## config.mk

```make
export PLATFORM = sky130hd
export DESIGN_NAME = ann_node_sequencer_flat
export DESIGN_NICKNAME = d
export VERILOG_FILES = /design/src/rtl/ann_pkg.sv /design/src/rtl/ann_node_sequencer_if.sv /design/src/rtl/ann_valid_delay.sv /design/src/rtl/ann_node_sequencer.sv /design/src/flat_wrapper.sv
export SDC_FILE = /design/constraint.sdc
export NUM_CORES = 1
export LEC_CHECK = 0
export BUFFER_PORTS_ARGS = -buffer_cell sky130_fd_sc_hd__buf_4
export CAP_MARGIN = 20
export CELL_PAD_IN_SITES_DETAIL_PLACEMENT = 1
export CELL_PAD_IN_SITES_GLOBAL_PLACEMENT = 2
export CORE_MARGIN = 2
export CORE_UTILIZATION = 37
export CTS_BUF_LIST = sky130_fd_sc_hd__clkbuf_16
export CTS_CLUSTER_SIZE = 10
export DETAILED_ROUTE_END_ITERATION = 6
export PLACE_DENSITY = 0.88
export SYNTH_ARGS = -nofsm -noshare
export SYNTH_HDL_FRONTEND = slang
export SYNTH_SLANG_ARGS = --single-unit
```

## constraint.sdc

```tcl
create_clock -name clk -period 3.9 [get_ports clk]
set_input_delay 0.195 -clock clk [delete_from_list [all_inputs] [get_ports clk]]
set_output_delay 0.195 -clock clk [all_outputs]
set_load 0.005 [all_outputs]
```

## src/rtl/ann_pkg.sv

```systemverilog
// Shared definitions for the ANN layer datapath: sequencer state encoding,
// operand index widths and default memory read latency.
package ann_pkg;

    localparam int IN_W         = 7;
    localparam int NODE_W_DEF   = 5;
    localparam int COEF_AW_DEF  = 10;
    localparam int READ_LAT_DEF = 1;

    typedef enum logic [2:0] {
        ST_IDLE,
        ST_CLEAR,
        ST_MAC,
        ST_DRAIN,
        ST_STORE,
        ST_DONE
    } seq_state_t;

endpackage

```

## src/rtl/ann_node_sequencer_if.sv

```systemverilog
// Controller-to-datapath bundle of the node sequencer: layer geometry and start
// in, read/MAC/store strobes and the layer-done level out.
interface ann_node_sequencer_if
    import ann_pkg::*;
#(
    parameter int COEF_AW = COEF_AW_DEF,
    parameter int NODE_W  = NODE_W_DEF
);

    logic               reset_accum;
    logic               coeff_ready;
    logic [IN_W-1:0]    max_input;
    logic [NODE_W-1:0]  max_nodes;
    logic               rd_en;
    logic [IN_W-1:0]    in_addr;
    logic [COEF_AW-1:0] coef_addr;
    logic               mac_en;
    logic               mac_clear;
    logic               node_store;
    logic [NODE_W-1:0]  node_idx;
    logic               n_start_done;
    logic               busy;

    modport master (
        output reset_accum, coeff_ready, max_input, max_nodes,
        input  rd_en, in_addr, coef_addr, mac_en, mac_clear, node_store,
               node_idx, n_start_done, busy
    );

    modport slave (
        input  reset_accum, coeff_ready, max_input, max_nodes,
        output rd_en, in_addr, coef_addr, mac_en, mac_clear, node_store,
               node_idx, n_start_done, busy
    );

endinterface

```

## src/rtl/ann_valid_delay.sv

```systemverilog
// Flushable shift register that delays a valid strobe by DEPTH cycles so it
// lines up with data returning from a fixed-latency memory.
module ann_valid_delay #(
    parameter int DEPTH = 1
) (
    input  logic clk,
    input  logic n_rst,
    input  logic flush,
    input  logic din,
    output logic dout
);

    logic [DEPTH-1:0] sr_q;
    logic [DEPTH-1:0] sr_d;

    always_comb begin
        sr_d    = sr_q;
        sr_d[0] = din;
        for (int i = 1; i < DEPTH; i++) begin
            sr_d[i] = sr_q[i-1];
        end
        if (flush) begin
            sr_d = '0;
        end
    end

    always_ff @(posedge clk or negedge n_rst) begin
        if (!n_rst) begin
            sr_q <= '0;
        end else begin
            sr_q <= sr_d;
        end
    end

    assign dout = sr_q[DEPTH-1];

endmodule

```

## src/rtl/ann_node_sequencer.sv

```systemverilog
// Per-layer node sequencer: for each node clears the accumulator, streams operand
// and coefficient reads, waits out the read latency, then stores the result.
module ann_node_sequencer
    import ann_pkg::*;
#(
    parameter int READ_LAT = READ_LAT_DEF,
    parameter int COEF_AW  = COEF_AW_DEF,
    parameter int NODE_W   = NODE_W_DEF
) (
    input  logic                 clk,
    input  logic                 n_rst,
    ann_node_sequencer_if.slave  bus
);

    seq_state_t         state_q, state_d;
    logic [IN_W-1:0]    mi_q, mi_d;
    logic [NODE_W-1:0]  mn_q, mn_d;
    logic [NODE_W-1:0]  node_q, node_d;
    logic [IN_W-1:0]    in_q, in_d;
    logic [COEF_AW-1:0] coef_q, coef_d;
    logic [2:0]         drain_q, drain_d;

    logic rd_en;
    logic mac_clear;
    logic node_store;
    logic flush;
    logic mac_en;

    always_comb begin
        state_d    = state_q;
        mi_d       = mi_q;
        mn_d       = mn_q;
        node_d     = node_q;
        in_d       = in_q;
        coef_d     = coef_q;
        drain_d    = drain_q;
        rd_en      = 1'b0;
        mac_clear  = 1'b0;
        node_store = 1'b0;
        flush      = 1'b0;

        case (state_q)
            ST_CLEAR: begin
                mac_clear = 1'b1;
                in_d      = '0;
                drain_d   = '0;
                state_d   = (mi_q == '0) ? ST_DRAIN : ST_MAC;
            end
            ST_MAC: begin
                if (bus.coeff_ready) begin
                    rd_en  = 1'b1;
                    in_d   = in_q + IN_W'(1);
                    coef_d = coef_q + COEF_AW'(1);
                    if (in_q == mi_q - IN_W'(1)) begin
                        state_d = ST_DRAIN;
                    end
                end
            end
            ST_DRAIN: begin
                // Hold here until the last issued read has reached the MAC.
                if (drain_q == 3'(READ_LAT - 1)) begin
                    drain_d = '0;
                    state_d = ST_STORE;
                end else begin
                    drain_d = drain_q + 3'd1;
                end
            end
            ST_STORE: begin
                node_store = 1'b1;
                if (node_q == mn_q - NODE_W'(1)) begin
                    state_d = ST_DONE;
                end else begin
                    node_d  = node_q + NODE_W'(1);
                    state_d = ST_CLEAR;
                end
            end
            default: begin
            end
        endcase

        // A start pulse wins over everything, including a store in flight, so an
        // aborted node never reaches the output slot.
        if (bus.reset_accum) begin
            rd_en      = 1'b0;
            node_store = 1'b0;
            flush      = 1'b1;
            mi_d       = bus.max_input;
            mn_d       = bus.max_nodes;
            node_d     = '0;
            in_d       = '0;
            coef_d     = '0;
            drain_d    = '0;
            state_d    = (bus.max_nodes == '0) ? ST_DONE : ST_CLEAR;
        end
    end

    always_ff @(posedge clk or negedge n_rst) begin
        if (!n_rst) begin
            state_q <= ST_IDLE;
            mi_q    <= '0;
            mn_q    <= '0;
            node_q  <= '0;
            in_q    <= '0;
            coef_q  <= '0;
            drain_q <= '0;
        end else begin
            state_q <= state_d;
            mi_q    <= mi_d;
            mn_q    <= mn_d;
            node_q  <= node_d;
            in_q    <= in_d;
            coef_q  <= coef_d;
            drain_q <= drain_d;
        end
    end

    ann_valid_delay #(
        .DEPTH (READ_LAT)
    ) u_mac_dly (
        .clk   (clk),
        .n_rst (n_rst),
        .flush (flush),
        .din   (rd_en),
        .dout  (mac_en)
    );

    assign bus.rd_en        = rd_en;
    assign bus.in_addr      = in_q;
    assign bus.coef_addr    = coef_q;
    assign bus.mac_en       = mac_en;
    assign bus.mac_clear    = mac_clear;
    assign bus.node_store   = node_store;
    assign bus.node_idx     = node_q;
    assign bus.n_start_done = (state_q == ST_DONE);
    assign bus.busy         = (state_q != ST_IDLE) && (state_q != ST_DONE);

endmodule

```

## src/flat_wrapper.sv

```systemverilog
// flat-port wrapper written by rule: the top's interface ports become plain ports
module ann_node_sequencer_flat import ann_pkg::*;
#(
    parameter int READ_LAT = READ_LAT_DEF,
    parameter int COEF_AW  = COEF_AW_DEF,
    parameter int NODE_W   = NODE_W_DEF
)
  (clk, n_rst, bus_reset_accum, bus_coeff_ready, bus_max_input, bus_max_nodes, bus_rd_en, bus_in_addr, bus_coef_addr, bus_mac_en, bus_mac_clear, bus_node_store, bus_node_idx, bus_n_start_done, bus_busy);
  ann_node_sequencer_if #(.COEF_AW(COEF_AW), .NODE_W(NODE_W)) bus_i ();
  input  logic clk;
  input  logic n_rst;
  input wire logic [$bits(bus_i.reset_accum)-1:0] bus_reset_accum;
  input wire logic [$bits(bus_i.coeff_ready)-1:0] bus_coeff_ready;
  input wire logic [$bits(bus_i.max_input)-1:0] bus_max_input;
  input wire logic [$bits(bus_i.max_nodes)-1:0] bus_max_nodes;
  output wire logic [$bits(bus_i.rd_en)-1:0] bus_rd_en;
  output wire logic [$bits(bus_i.in_addr)-1:0] bus_in_addr;
  output wire logic [$bits(bus_i.coef_addr)-1:0] bus_coef_addr;
  output wire logic [$bits(bus_i.mac_en)-1:0] bus_mac_en;
  output wire logic [$bits(bus_i.mac_clear)-1:0] bus_mac_clear;
  output wire logic [$bits(bus_i.node_store)-1:0] bus_node_store;
  output wire logic [$bits(bus_i.node_idx)-1:0] bus_node_idx;
  output wire logic [$bits(bus_i.n_start_done)-1:0] bus_n_start_done;
  output wire logic [$bits(bus_i.busy)-1:0] bus_busy;
  assign bus_i.reset_accum = bus_reset_accum;
  assign bus_i.coeff_ready = bus_coeff_ready;
  assign bus_i.max_input = bus_max_input;
  assign bus_i.max_nodes = bus_max_nodes;
  assign bus_rd_en = bus_i.rd_en;
  assign bus_in_addr = bus_i.in_addr;
  assign bus_coef_addr = bus_i.coef_addr;
  assign bus_mac_en = bus_i.mac_en;
  assign bus_mac_clear = bus_i.mac_clear;
  assign bus_node_store = bus_i.node_store;
  assign bus_node_idx = bus_i.node_idx;
  assign bus_n_start_done = bus_i.n_start_done;
  assign bus_busy = bus_i.busy;
  ann_node_sequencer #(.READ_LAT(READ_LAT), .COEF_AW(COEF_AW), .NODE_W(NODE_W)) u_core (.clk(clk), .n_rst(n_rst), .bus(bus_i));
endmodule
```

==> results of run 1 <==
==> path summary, 6_finish.rpt <==
path	to	slack [ns]	cells past startpoint
max reg2reg	u_core.bus.coef_addr[8]	1.95	4
max	bus_rd_en	1.88	5
max in group asynchronous	u_core.mi_q[1]	3.08	2
min reg2reg	u_core.drain_q[1]	0.52	2
min	u_core.mi_q[0]	0.12	3
min in group asynchronous	u_core.mn_q[4]	0.43	2
==> sequential cells by signal, indices dropped and copies added (netlist names) <==
signal,cells
u_core.u_mac_dly.dout,1
u_core.mn_q,5
u_core.drain_q,3
u_core.bus.in_addr,7
u_core.bus.coef_addr,10
u_core.mi_q,7
u_core.state_q,3
u_core.bus.node_idx,5
==> cell families after synthesis <==
family	count (synthesis)	share of synthesized area (%)
simple gates	92	20.2
compound gates	46	12.8
flops	41	43.9
xor+xnor	29	11.5
buf+inv	21	3.53
mux	8	3.80
fa+ha+maj	8	4.28
==> metal layers <==
metal | track usage [%] | vias up | part of all wire (%)
li1 | - | 932 | -
met1 | 20.7 | 942 | 44
met2 | 30.2 | 35 | 51
met3 | 3.56 | 6 | 3.7
met4 | 4.11 | 0 | 1.1
met5 | 0 | - | 0
==> Yosys cell counts, types with 2 or more instances <==
master and instances:
sky130_fd_sc_hd__nand4_1 5, sky130_fd_sc_hd__a22o_1 2, sky130_fd_sc_hd__mux2_2 7, sky130_fd_sc_hd__a21oi_2 2, sky130_fd_sc_hd__and3_1 4, sky130_fd_sc_hd__o31ai_1 3
sky130_fd_sc_hd__buf_2 3, sky130_fd_sc_hd__a21oi_1 7, sky130_fd_sc_hd__dfrtp_1 41, sky130_fd_sc_hd__nor2_1 27, sky130_fd_sc_hd__ha_1 8, sky130_fd_sc_hd__o21ai_1 2
sky130_fd_sc_hd__a211oi_1 3, sky130_fd_sc_hd__nor2b_1 4, sky130_fd_sc_hd__xor2_1 12, sky130_fd_sc_hd__nor3_1 5, sky130_fd_sc_hd__a31oi_1 4, sky130_fd_sc_hd__o21ai_0 14
sky130_fd_sc_hd__nand3b_1 2, sky130_fd_sc_hd__inv_1 12, sky130_fd_sc_hd__xnor2_1 16, sky130_fd_sc_hd__nand3_1 6, sky130_fd_sc_hd__clkbuf_1 5, sky130_fd_sc_hd__nand2_1 22
sky130_fd_sc_hd__or3_1 6, sky130_fd_sc_hd__and2b_1 2
==> critical path, cell delays in order (launching register included) <==
cell and delay (ns):
sky130_fd_sc_hd__dfrtp_1 0.47, sky130_fd_sc_hd__nand2b_1 0.23, sky130_fd_sc_hd__nor3_1 0.37, sky130_fd_sc_hd__nand2_1 0.19, sky130_fd_sc_hd__inv_1 0.15, sky130_fd_sc_hd__buf_4 0.13
==> power groups by stage <==
stage | sequential (uW) | clock [uW] | combinational [uW]
final | 518 | 386 | 292
after global routing | 527 | 417 | 326
after CTS | 518 | 397 | 299
after detailed placement | 524 | 0 | 294
after global placement | 523 | 0 | 287
after floorplan | 487 | 0 | 226
==> per-stage QoR <==
stage	cell area, um2	std cells	util, %
after floorplan	2340	245	-
after global routing	2860	363	47.5
after CTS	2860	363	47.5
after global placement	2720	354	45.1
after detailed placement	2720	354	45.1
final	2860	363	47.5
==> final cells by class <==
cell class                 count  share of cell area (%)
clock buffer                   5                    4.37
clock inverter                 3                   0.393
inverter                      12                    1.57
multi-input combinational    183                    42.9
sequential                    41                    35.8
tap                           75                    3.28
timing repair buffer          44                    11.6
==> impl_summary.log, run 1 <==
[metrics] launching instance or port of the critical path: u_core.state_q[2]
[metrics] Tightest Hold Check Type: primary input to flip-flop
[metrics] Synth top area share: between 40% and 50%
[metrics] port buffer count: 43
[metrics] mean instance size in the synthesized netlist: 9.54 um2
[metrics] Yosys warning total: 0
[metrics] routed length per placed instance: roughly 15 um
[metrics] endpoints failing hold: 0
[metrics] number of synthesized flops with an enable pin: 0
[metrics] peak clock frequency supported by timing: 494 MHz
[metrics] Clock Sink Count: about 40
[metrics] DRT antenna net count: 0
[metrics] horizontal extent of the die: between 80 and 90 um
[metrics] clock group share of total power: 32.2%
[metrics] arrival time worst endpoint: approximately 1.8 ns
[metrics] Worst Skew: 0.00200 ns
[metrics] worst reg2reg startpoint: u_core.state_q[0]
[metrics] net count after synthesis: about 270
[metrics] DR vias: 1915
[metrics] power per cell area: 418 nW/um2
[metrics] multi-input gate area in the final layout: 1230 um2
[metrics] Final HPWL DP: 4.08 mm
[metrics] Final Max Tran Viols: 0
[metrics] Global Route Usage Sum: 16.9%
[metrics] outcome: finished, final reports clean
[metrics] Vert. Die Dim: 83.5 um
[metrics] post-synthesis cell type count: 47
[metrics] Comb power frac: 24.4%
[metrics] IO Count: 44
[metrics] Max Cap Viol: 0
[metrics] worst hold-check slack: 0.121 ns
[metrics] deepest level of the CTS H-tree: 2
[metrics] RD Place Congestion: approximately 0.74
[metrics] commonest register cell after synthesis: sky130_fd_sc_hd__dfrtp_1
[metrics] clock latency of the later-clocked register in the worst-skew pair: 0.28 ns
[metrics] synthesized cell area: 2340 um2
[metrics] Internal Power: between 800 and 900 uW
[metrics] share of the cycle needed by the critical path after routing: 51.9%
[metrics] number of buffers added by the clock tree synthesis step: 5
[metrics] accumulated negative setup slack: 0 ns
[metrics] first-pass iteration count of the detailed router: 6
[metrics] Crit path required time: 3.70 ns
[metrics] largest fanout on the critical path: 9
[metrics] maximum clock path buffer count: 2
[metrics] Hold-fix buffers, CTS: 1
[metrics] post-route worst setup slack: 1.88 ns
[metrics] worst min-delay path startpoint: bus_max_input[0]
[metrics] type of the setup path with the least slack: flip-flop to output port
[metrics] number of setup violations in the final report: 0
[metrics] FF+latch count, synth: 41
[metrics] number of antenna cells inserted: 0
[metrics] Slew @ Worst Pin: 0.539 ns
[metrics] Post-CTS Resized: 0
[metrics] Total Power Consumption: 1200 uW
[metrics] antenna violations before repair: 0
[metrics] Worst Setup Start Kind: flip-flop
[metrics] pre-CTS WS: between 1.5 and 2 ns
[metrics] count of unresolved DRC violations after routing: 0
[metrics] root cell of the clock tree: sky130_fd_sc_hd__clkbuf_16
[metrics] cell accounting for the most synthesized area: sky130_fd_sc_hd__dfrtp_1
[metrics] Async SR Flop Fraction: 100%
[metrics] highest ir drop seen on vdd: 0.195 mV
[metrics] Area growth, synth to finish: 22.5%
[metrics] net switching share of the total power: 30.8%
[metrics] initial core utilization: 38.8%
[metrics] core region area: 6030 um2
[metrics] layout cells sized above 1: 20.8%
[metrics] vias per cell: 5.28
[metrics] area of the die: 6970 um2
[metrics] leading cell type in the layout, fill and taps excluded: sky130_fd_sc_hd__buf_4
[metrics] number of violations reported at the end of detailed-routing iteration 0: 38
[metrics] Worst-path clk slew: 0.06 ns
[metrics] Std-Cell Rows: 28
[metrics] leading cell types in the layout, fill and taps excluded: 43 x sky130_fd_sc_hd__buf_4, 41 x sky130_fd_sc_hd__dfrtp_1, 27 x sky130_fd_sc_hd__nor2_1
[metrics] type of element capturing the critical path: output port
[metrics] share of the yosys chip area belonging to registers: 43.9%
[metrics] CTS tree: done
[metrics] total length of routed wires: 5.61 mm
[metrics] setup repair after global routing missed its margin: false
[metrics] grt total ovfl: 0
[metrics] wire length of the first global-routing pass: 9.44 mm
[metrics] number of cells produced by synthesis: 245
[metrics] Area contributors post-synth: sky130_fd_sc_hd__dfrtp_1 44%, sky130_fd_sc_hd__xnor2_1 6.0%, sky130_fd_sc_hd__xor2_1 4.5%
[metrics] fill cell total of the finished layout: 693
[metrics] static leakage: 0.00133 uW
[metrics] portion of total power attributed to sequential cells: 43.3%
[metrics] minimum clock period after layout: 2.02 ns
[metrics] vias in the first global route: 2001
[metrics] total setup buffers inserted after CTS: 0
[metrics] max-slew headroom at the worst pin: 63.8%
[metrics] flip-flop and latch area: 1030 um2
[metrics] maximum number of pins on one net before global-route repair: 45
[metrics] Switching Power: 369 uW
[metrics] final layout net count: 311
Power figures use the tool's default switching activity.
==> run 2: changes to the inputs <==
Settings changed: ABC_AREA set to 1, CORE_UTILIZATION 37 to 28, PLACE_DENSITY 0.88 to 0.78.
Clock period 3.9 ns to 1.8 ns, I/O delays scaled along.
==> run 2 against run 1 <==
Against the previous run:
- setup slack worse by 1.8 ns
- clock power up 130%
- die area is 35% higher
- critical path depth is 6 higher
- first-iteration DRC count increased by 53%
- via count grew 20%
- sequential power up 110%
==> impl_summary.log, run 2 <==
[metrics] outcome: finished, final reports clean (unchanged)
[metrics] first-pass iteration count of the detailed router: 4 (was 6)
[metrics] Total Power Consumption: 2780 uW (was 1200 uW)
[metrics] Worst path top cell family by delay: simple AND/OR/NAND/NOR gates (unchanged)
[metrics] synthesized cell area: 2420 um2 (was 2340 um2)
[metrics] critical path, cell by cell: inv_2 > ha_1 > xnor2_1 > nor2_1 > nand2_1 > nor2_2 > nand2_2 > nand3_2 > nand2_2 > nand2_1 > nand2_1 (was nand2b_1 > nor3_1 > nand2_1 > inv_1 > buf_4)
[metrics] Area growth, synth to finish: 27.5% (was 22.5%)
[metrics] Max Cap Viol: 0 (unchanged)
[metrics] Std-Cell Rows: 33 (was 28)
[metrics] routed length per placed instance: 13.8 um (was 15.5 um)
[metrics] share of the cycle needed by the critical path after routing: 93.5%
[metrics] leading cell types in the layout, fill and taps excluded: 89 x sky130_fd_sc_hd__nand2_1, 52 x sky130_fd_sc_hd__buf_4, 41 x sky130_fd_sc_hd__inv_1, 41 x sky130_fd_sc_hd__dfrtp_1, 28 x sky130_fd_sc_hd__nor2_1 (was 43 x sky130_fd_sc_hd__buf_4, 41 x sky130_fd_sc_hd__dfrtp_1, 27 x sky130_fd_sc_hd__nor2_1)
[metrics] initial core utilization: 29.1% (was 38.8%)
[metrics] DR vias: 2289 (was 1915)
[metrics] mean instance size in the synthesized netlist: 7.35 um2 (was 9.54 um2)
[metrics] worst hold-check slack: 0.0199 ns (was 0.121 ns)
[metrics] Critical Path Max Stage Delay: 0.36 ns (was 0.47 ns)
[metrics] layout cells sized above 1: 21.4% (was 20.8%)
[metrics] total length of routed wires: 6.75 mm (was 5.61 mm)
[metrics] endpoints failing hold: 0 (unchanged)
[metrics] IO Count: 44 (unchanged)
[metrics] highest ir drop seen on vdd: 0.481 mV (was 0.195 mV)
[metrics] vias in the first global route: 2384 (was 2001)
[metrics] RD Place Congestion: 0.771 (was 0.740)
[metrics] type of element capturing the critical path: flip-flop (was output port)
[metrics] Global Route Usage Sum: 14.8% (was 16.9%)
[metrics] share of the yosys chip area belonging to registers: 42.4% (was 43.9%)
[metrics] clock latency of the later-clocked register in the worst-skew pair: 0.28 ns (about the same)
[metrics] horizontal extent of the die: 96.9 um (was 83.5 um)
[metrics] deepest level of the CTS H-tree: 2 (unchanged)
[metrics] FF+latch count, synth: 41 (unchanged)
[metrics] leading post-synthesis cells by instance count: 91 x sky130_fd_sc_hd__nand2_1, 45 x sky130_fd_sc_hd__inv_1, 41 x sky130_fd_sc_hd__dfrtp_1, 32 x sky130_fd_sc_hd__nor2_1, 25 x sky130_fd_sc_hd__nand3_1 (was 41 x sky130_fd_sc_hd__dfrtp_1, 27 x sky130_fd_sc_hd__nor2_1, 22 x sky130_fd_sc_hd__nand2_1, 16 x sky130_fd_sc_hd__xnor2_1, 14 x sky130_fd_sc_hd__o21ai_0)
[metrics] number of setup violations in the final report: 0 (unchanged)
[metrics] number of synthesized flops with an enable pin: 0 (unchanged)
[metrics] Final HPWL DP: 5.24 mm (was 4.08 mm)
[metrics] power per cell area: 901 nW/um2 (was 418 nW/um2)
[metrics] core region area: 8300 um2 (was 6030 um2)
[metrics] CTS tree: done (unchanged)
[metrics] Slew @ Worst Pin: 0.565 ns (was 0.539 ns)
[metrics] Yosys warning total: 0 (unchanged)
[metrics] setup repair after global routing missed its margin: true (was false)
[metrics] wire length of the first global-routing pass: 11.5 mm (was 9.44 mm)
[metrics] arrival time worst endpoint: 1.86 ns (was 1.83 ns)
[metrics] post-synthesis cell type count: 28 (was 47)
[metrics] sum of buffers and inverters on the critical path: 1 (was 2)
[metrics] final layout net count: 407 (was 311)
[metrics] Synth top area share: 42.4% (was 43.9%)
[metrics] number of violations reported at the end of detailed-routing iteration 0: 58 (was 38)
[metrics] count of unresolved DRC violations after routing: 0 (unchanged)
[metrics] Crit path required time: 1.97 ns (was 3.70 ns)
[metrics] leading cell type in the layout, fill and taps excluded: sky130_fd_sc_hd__nand2_1 (was sky130_fd_sc_hd__buf_4)
[metrics] antenna violations before repair: 0 (unchanged)
[metrics] Worst Skew: 0.00640 ns (was 0.00200 ns)
[metrics] Worst-path clk slew: 0.06 ns (about the same)
[metrics] Async SR Flop Fraction: 100% (unchanged)
[metrics] port buffer count: 43 (unchanged)
[metrics] commonest register cell after synthesis: sky130_fd_sc_hd__dfrtp_1 (unchanged)
[metrics] Final Max Tran Viols: 0 (unchanged)
[metrics] Area contributors post-synth: sky130_fd_sc_hd__dfrtp_1 42%, sky130_fd_sc_hd__nand2_1 14%, sky130_fd_sc_hd__inv_1 7.0% (was sky130_fd_sc_hd__dfrtp_1 44%, sky130_fd_sc_hd__xnor2_1 6.0%, sky130_fd_sc_hd__xor2_1 4.5%)
[metrics] flip-flop count of the largest register, all copies and words added: 10 (unchanged)
[metrics] peak clock frequency supported by timing: approximately 590 MHz
[metrics] worst reg-to-reg setup slack: 0.12 ns (was 1.95 ns)
[metrics] grt total ovfl: 0 (unchanged)
[metrics] static leakage: 0.00155 uW (was 0.00133 uW)
[metrics] Tightest Hold Check Type: primary input to flip-flop (unchanged)
[metrics] minimum clock period after layout: 1.68 ns
[metrics] largest fanout on the critical path: 5 (was 9)
[metrics] Vert. Die Dim: 96.9 um (was 83.5 um)
[metrics] Clock Sink Count: 41 (unchanged)
[metrics] maximum number of pins on one net before global-route repair: 42 (was 45)
[metrics] type of the setup path with the least slack: flip-flop to flip-flop (was flip-flop to output port)
[metrics] area of the die: 9390 um2 (was 6970 um2)
[metrics] Worst Setup Start Kind: flip-flop (unchanged)
[metrics] number of cells produced by synthesis: 329 (was 245)
[metrics] root cell of the clock tree: sky130_fd_sc_hd__clkbuf_16 (unchanged)
[metrics] cell accounting for the most synthesized area: sky130_fd_sc_hd__dfrtp_1 (unchanged)
[metrics] number of buffers added by the clock tree synthesis step: 5 (unchanged)
[metrics] most frequent cell after synthesis: sky130_fd_sc_hd__nand2_1 (was sky130_fd_sc_hd__dfrtp_1)
[metrics] max-slew headroom at the worst pin: 62.3% (was 63.8%)
[metrics] maximum clock path buffer count: 2 (unchanged)
[metrics] standard cell with the maximum stage delay on the critical path: sky130_fd_sc_hd__dfrtp_1 (unchanged)
[metrics] number of antenna cells inserted: 0 (unchanged)
[metrics] cell repeated most along the worst path: sky130_fd_sc_hd__nand2_1
[metrics] net count after synthesis: 353 (was 269)
[metrics] DRT antenna net count: 0 (unchanged)
[metrics] vias per cell: 4.68 (was 5.28)
run 2: cell types whose count changed after synthesis, sizes merged, moves of 4 or more:
cell	before	now
inv	12	47
a21oi	9	17
nand3	6	28
nor2	27	34
or3	6	0
mux2	7	0
nand2	22	94
xnor2	16	5
o21ai	16	23
xor2	12	8
nor2b	4	0
run 2: where the power goes:
| group | switching, uW | internal, uW |
|---|---|---|
| clock network | 384 | 509 |
| registers | 97.0 | 1000 |
| logic | 488 | 298 |
run 2: path summary, 6_finish.rpt:
path	from	end	cells past startpoint
worst max register to register	u_core.mn_q[0]	u_core.bus.node_idx[4]	11
worst min-delay path	bus_max_input[5]	u_core.mi_q[5]	3
min in group asynchronous	n_rst	u_core.bus.in_addr[5]	2
worst max-delay path	u_core.mn_q[0]	u_core.bus.node_idx[4]	11
worst min register to register	u_core.mn_q[4]	u_core.mn_q[4]	2
max in group asynchronous	n_rst	u_core.state_q[0]	2
run 2: cells by family after synthesis:
group           share of synthesized area [%]
simple gates                             29.8
buf+inv                                  8.80
flops                                    42.4
xor+xnor                                 4.71
compound gates                           10.1
fa+ha+maj                                4.14
run 2: timing repair:
item	in CTS	in global routing
resized for setup	1	12
setup buffers	0	3
endpoints found under the setup margin	1	9
hold endpoints to repair	41	0
hold buffers	1	0
pin swaps	1	3
run 2: worst reg2reg max path, cell delays in order (launching register included):
cell	delay (ns)
sky130_fd_sc_hd__dfrtp_1	0.36
sky130_fd_sc_hd__inv_2	0.06
sky130_fd_sc_hd__ha_1	0.30
sky130_fd_sc_hd__xnor2_1	0.13
sky130_fd_sc_hd__nor2_1	0.10
sky130_fd_sc_hd__nand2_1	0.07
sky130_fd_sc_hd__nor2_2	0.13
sky130_fd_sc_hd__nand2_2	0.10
sky130_fd_sc_hd__nand3_2	0.10
sky130_fd_sc_hd__nand2_2	0.09
sky130_fd_sc_hd__nand2_1	0.09
sky130_fd_sc_hd__nand2_1	0.06
run 2: area by class of cell:
type | instances | area, um2
repair buffers | 53 | 400
clock buffers | 5 | 125
flip-flops and latches | 41 | 1030
inverters | 47 | 176
fillers | 1039 | 5220
multi-input cells | 235 | 1210
clock inverters | 3 | 17.5
well taps | 105 | 131
run 2: routing by layer:
metal	vias up	share of wire (%)	track usage, %
met5	-	0	0
met4	0	2.4	5.31
met3	12	1.9	2.46
met2	29	47	23.7
met1	1090	49	20.2
li1	1158	-	-
run 2: stage by stage:
step           utilization, %  setup WS [ns]  TNS (ns)  cells  area, um2
6_report                 37.1          0.116         0    489       3080
5_1_grt                  37.1        -0.0127   -0.0157    489       3080
4_1_cts                  36.6         0.0187         0    486       3040
3_5_place_dp             34.7         0.0184         0    477       2880
3_3_place_gp             34.7         0.0823         0    477       2880
2_1_floorplan               -          0.249         0    329       2420
==> run 3: changes to the inputs <==
Settings changed: ABC_AREA 1 to unset, CORE_UTILIZATION 28 to 31, PLACE_DENSITY 0.78 to 0.79.
==> run 3 against run 2 <==
Against the previous run:
- maximum frequency is 3.5% lower
- critical path depth down 4
- global-route usage rose by 0.27 points
- critical path type unchanged
- critical endpoint is now u_core.bus.node_idx[2]
==> impl_summary.log, run 3 (synthesized netlist as in run 1, its figures left out) <==
[metrics] net switching share of the total power: 31.1% (was 34.9%)
[metrics] share of the cycle needed by the critical path after routing: 96.9% (was 93.5%)
[metrics] highest ir drop seen on vdd: 0.406 mV (was 0.481 mV)
[metrics] number of buffers added by the clock tree synthesis step: 5 (unchanged)
[metrics] core region area: 7290 um2 (was 8300 um2)
[metrics] maximum number of pins on one net before global-route repair: 42 (unchanged)
[metrics] routed length per placed instance: 14.5 um (was 13.8 um)
[metrics] worst reg2reg startpoint: u_core.mn_q[1] (was u_core.mn_q[0])
[metrics] port buffer count: 43 (unchanged)
[metrics] Std-Cell Rows: 31 (was 33)
[metrics] arrival time worst endpoint: 1.96 ns (was 1.86 ns)
[metrics] root cell of the clock tree: sky130_fd_sc_hd__clkbuf_16 (unchanged)
[metrics] power per cell area: 904 nW/um2 (was 901 nW/um2)
[metrics] met1 global-route usage: 19.1% (was 20.2%)
[metrics] horizontal extent of the die: 90.8 um (was 96.9 um)
[metrics] type of the setup path with the least slack: flip-flop to flip-flop (unchanged)
[metrics] final layout net count: 329 (was 407)
[metrics] GR Layer Usage met2: 25.2% (was 23.7%)
[metrics] outcome: finished, final reports clean (unchanged)
[metrics] worst hold-check slack: 0.0133 ns (was 0.0199 ns)
[metrics] total length of routed wires: 5.86 mm (was 6.75 mm)
[metrics] largest fanout on the critical path: 4 (was 5)
[metrics] number of antenna cells inserted: 0 (unchanged)
[metrics] leading cell types in the layout, fill and taps excluded: 61 x sky130_fd_sc_hd__buf_4, 41 x sky130_fd_sc_hd__dfrtp_1, 27 x sky130_fd_sc_hd__nor2_1 (was 89 x sky130_fd_sc_hd__nand2_1, 52 x sky130_fd_sc_hd__buf_4, 41 x sky130_fd_sc_hd__inv_1, 41 x sky130_fd_sc_hd__dfrtp_1, 28 x sky130_fd_sc_hd__nor2_1)
[metrics] accumulated negative setup slack: 0 ns (unchanged)
[metrics] DR vias: 1980 (was 2289)
[metrics] deepest level of the CTS H-tree: 2 (unchanged)
[metrics] area of the die: 8250 um2 (was 9390 um2)
[metrics] Crit path required time: 2.01 ns (was 1.97 ns)
[metrics] max-slew headroom at the worst pin: 63.3% (was 62.3%)
[metrics] flip-flop count of the largest register, all copies and words added: 10 (unchanged)
[metrics] Internal Power: 1930 uW (was 1810 uW)
[metrics] fraction of met3 tracks used by global routing: 3.59% (was 2.46%)
[metrics] clock latency of the later-clocked register in the worst-skew pair: 0.28 ns (about the same)
[metrics] Switching Power: 869 uW (was 969 uW)
[metrics] RD Place Congestion: 0.781 (was 0.771)
[metrics] type of element capturing the critical path: flip-flop (unchanged)
[metrics] antenna violations before repair: 0 (unchanged)
[metrics] Global Route Usage Sum: 15.1% (was 14.8%)
[metrics] vias in the first global route: 2069 (was 2384)
[metrics] CTS tree: done (unchanged)
[metrics] leading cell type in the layout, fill and taps excluded: sky130_fd_sc_hd__buf_4 (was sky130_fd_sc_hd__nand2_1)
[metrics] hold endpoint: u_core.mi_q[1] (was u_core.mi_q[5])
[metrics] Tightest Hold Check Type: primary input to flip-flop (unchanged)
[metrics] maximum clock path buffer count: 2 (unchanged)
[metrics] initial core utilization: 32.1% (was 29.1%)
[metrics] Total Power Consumption: 2800 uW (was 2780 uW)
[metrics] wire length of the first global-routing pass: 10.0 mm (was 11.5 mm)
[metrics] number of setup violations in the final report: 0 (unchanged)
[metrics] instance count along the most critical hold path: 3 (unchanged)
[metrics] IO Count: 44 (unchanged)
[metrics] DRT antenna net count: 0 (unchanged)
[metrics] layout cells sized above 1: 29.7% (was 21.4%)
[metrics] Final HPWL DP: 4.20 mm (was 5.24 mm)
[metrics] Final Max Tran Viols: 0 (unchanged)
[metrics] Worst Skew: 0.00338 ns (was 0.00640 ns)
[metrics] minimum clock period after layout: 1.74 ns (was 1.68 ns)
[metrics] portion of total power attributed to sequential cells: 38.3% (was 39.6%)
[metrics] Area growth, synth to finish: 32.5% (was 27.5%)
[metrics] Max Cap Viol: 0 (unchanged)
[metrics] clock group share of total power: 30.6% (was 32.2%)
[metrics] peak clock frequency supported by timing: 573 MHz (was 594 MHz)
[metrics] Slew @ Worst Pin: 0.551 ns (was 0.565 ns)
[metrics] Clock Sink Count: 41 (unchanged)
[metrics] vias per cell: 4.89 (was 4.68)
[metrics] Comb power frac: 31.1% (was 28.3%)
[metrics] Worst-path clk slew: 0.06 ns (about the same)
[metrics] static leakage: 0.00143 uW (was 0.00155 uW)
[metrics] reg2reg end: u_core.bus.node_idx[2] (was u_core.bus.node_idx[4])
[metrics] worst min-delay path startpoint: bus_max_input[1] (was bus_max_input[5])
[metrics] grt total ovfl: 0 (unchanged)
[metrics] GRT busiest layer: met2 (unchanged)
[metrics] Vert. Die Dim: 90.8 um (was 96.9 um)
[metrics] first-pass iteration count of the detailed router: 3 (was 4)
[metrics] worst-case reg-to-reg path depth: 7 (was 11)
[metrics] number of violations reported at the end of detailed-routing iteration 0: 40 (was 58)
[metrics] Worst Setup Start Kind: flip-flop (unchanged)
[metrics] setup repair after global routing missed its margin: true (unchanged)
[metrics] count of unresolved DRC violations after routing: 0 (unchanged)
[metrics] endpoints failing hold: 0 (unchanged)
[metrics] worst reg-to-reg setup slack: 0.06 ns (was 0.12 ns)
[run 3: changes by cell type in the layout (fill, tap and decap cells not counted), moves of 7 or more]
| cell | before | now |
|---|---|---|
| sky130_fd_sc_hd__inv_1 | 41 | 12 |
| sky130_fd_sc_hd__mux2_2 | 0 | 7 |
| sky130_fd_sc_hd__a21oi_1 | 17 | 6 |
| sky130_fd_sc_hd__nand3_1 | 25 | 6 |
| sky130_fd_sc_hd__xnor2_1 | 5 | 15 |
| sky130_fd_sc_hd__buf_4 | 52 | 61 |
| sky130_fd_sc_hd__nand2_1 | 89 | 22 |
| sky130_fd_sc_hd__o21ai_0 | 21 | 14 |
[run 3: worst max-delay path, stage by stage, from the launching register on]
cell and delay [ns]:
sky130_fd_sc_hd__dfrtp_1 0.37, sky130_fd_sc_hd__inv_2 0.04, sky130_fd_sc_hd__ha_2 0.19, sky130_fd_sc_hd__or3_4 0.39
sky130_fd_sc_hd__a31oi_4 0.27, sky130_fd_sc_hd__a21oi_4 0.11, sky130_fd_sc_hd__a21bo_1 0.19, sky130_fd_sc_hd__a21oi_2 0.11
[run 3: power groups by stage]
stage,sequential (uW),clock [uW],combinational (uW)
floorplan,1060,0,489
global placement,1080,0,809
detailed placement,1090,0,822
CTS,1070,888,840
global route,1090,927,969
finish,1070,856,872
[run 3: layout make-up]
type | count | area (um2)
clock inverters | 3 | 13.8
well taps | 99 | 124
inverters | 12 | 45.0
fillers | 881 | 4200
clock buffers | 5 | 125
multi-input cells | 183 | 1290
repair buffers | 62 | 468
flip-flops and latches | 41 | 1030
[run 3: layer usage]
metal  wire length [um]  vias up
met4                 74        0
li1                   -      970
met1               2630      969
met5                  0        -
met3                251        5
met2               2900       36
[run 3: worst max-delay path by stage]
| stage | start | end | cells after the start |
|---|---|---|---|
| 2_1_floorplan | u_core.mn_q[0] | u_core.bus.node_idx[2] | 7 |
| 3_3_place_gp | u_core.mn_q[0] | u_core.bus.node_idx[2] | 7 |
| 3_5_place_dp | u_core.mn_q[0] | u_core.bus.node_idx[2] | 7 |
| 4_1_cts | u_core.mi_q[0] | u_core.state_q[0] | 8 |
| 5_1_grt | u_core.mn_q[2] | u_core.bus.node_idx[2] | 6 |
| 6_report | u_core.mn_q[1] | u_core.bus.node_idx[2] | 7 |
[run 3: what timing repair did]
| action | in CTS | in global routing |
|---|---|---|
| endpoints found under the hold margin | 41 | 0 |
| buffers inserted | 0 | 1 |
| setup endpoints to repair | 2 | 6 |
| gates resized for setup | 2 | 12 |
| hold buffers | 1 | 0 |
| pin swaps | 1 | 5 |
[run 3: stage by stage]
step	area [um2]	instances	util [%]	worst slack, ns
after floorplan	2340	245	-	0.0569
after global placement	2870	395	39.4	0.0361
after detailed placement	2870	395	39.4	-0.0232
after CTS	3040	404	41.6	0.00715
after global routing	3100	405	42.5	-0.00380
final	3100	405	42.5	0.0556
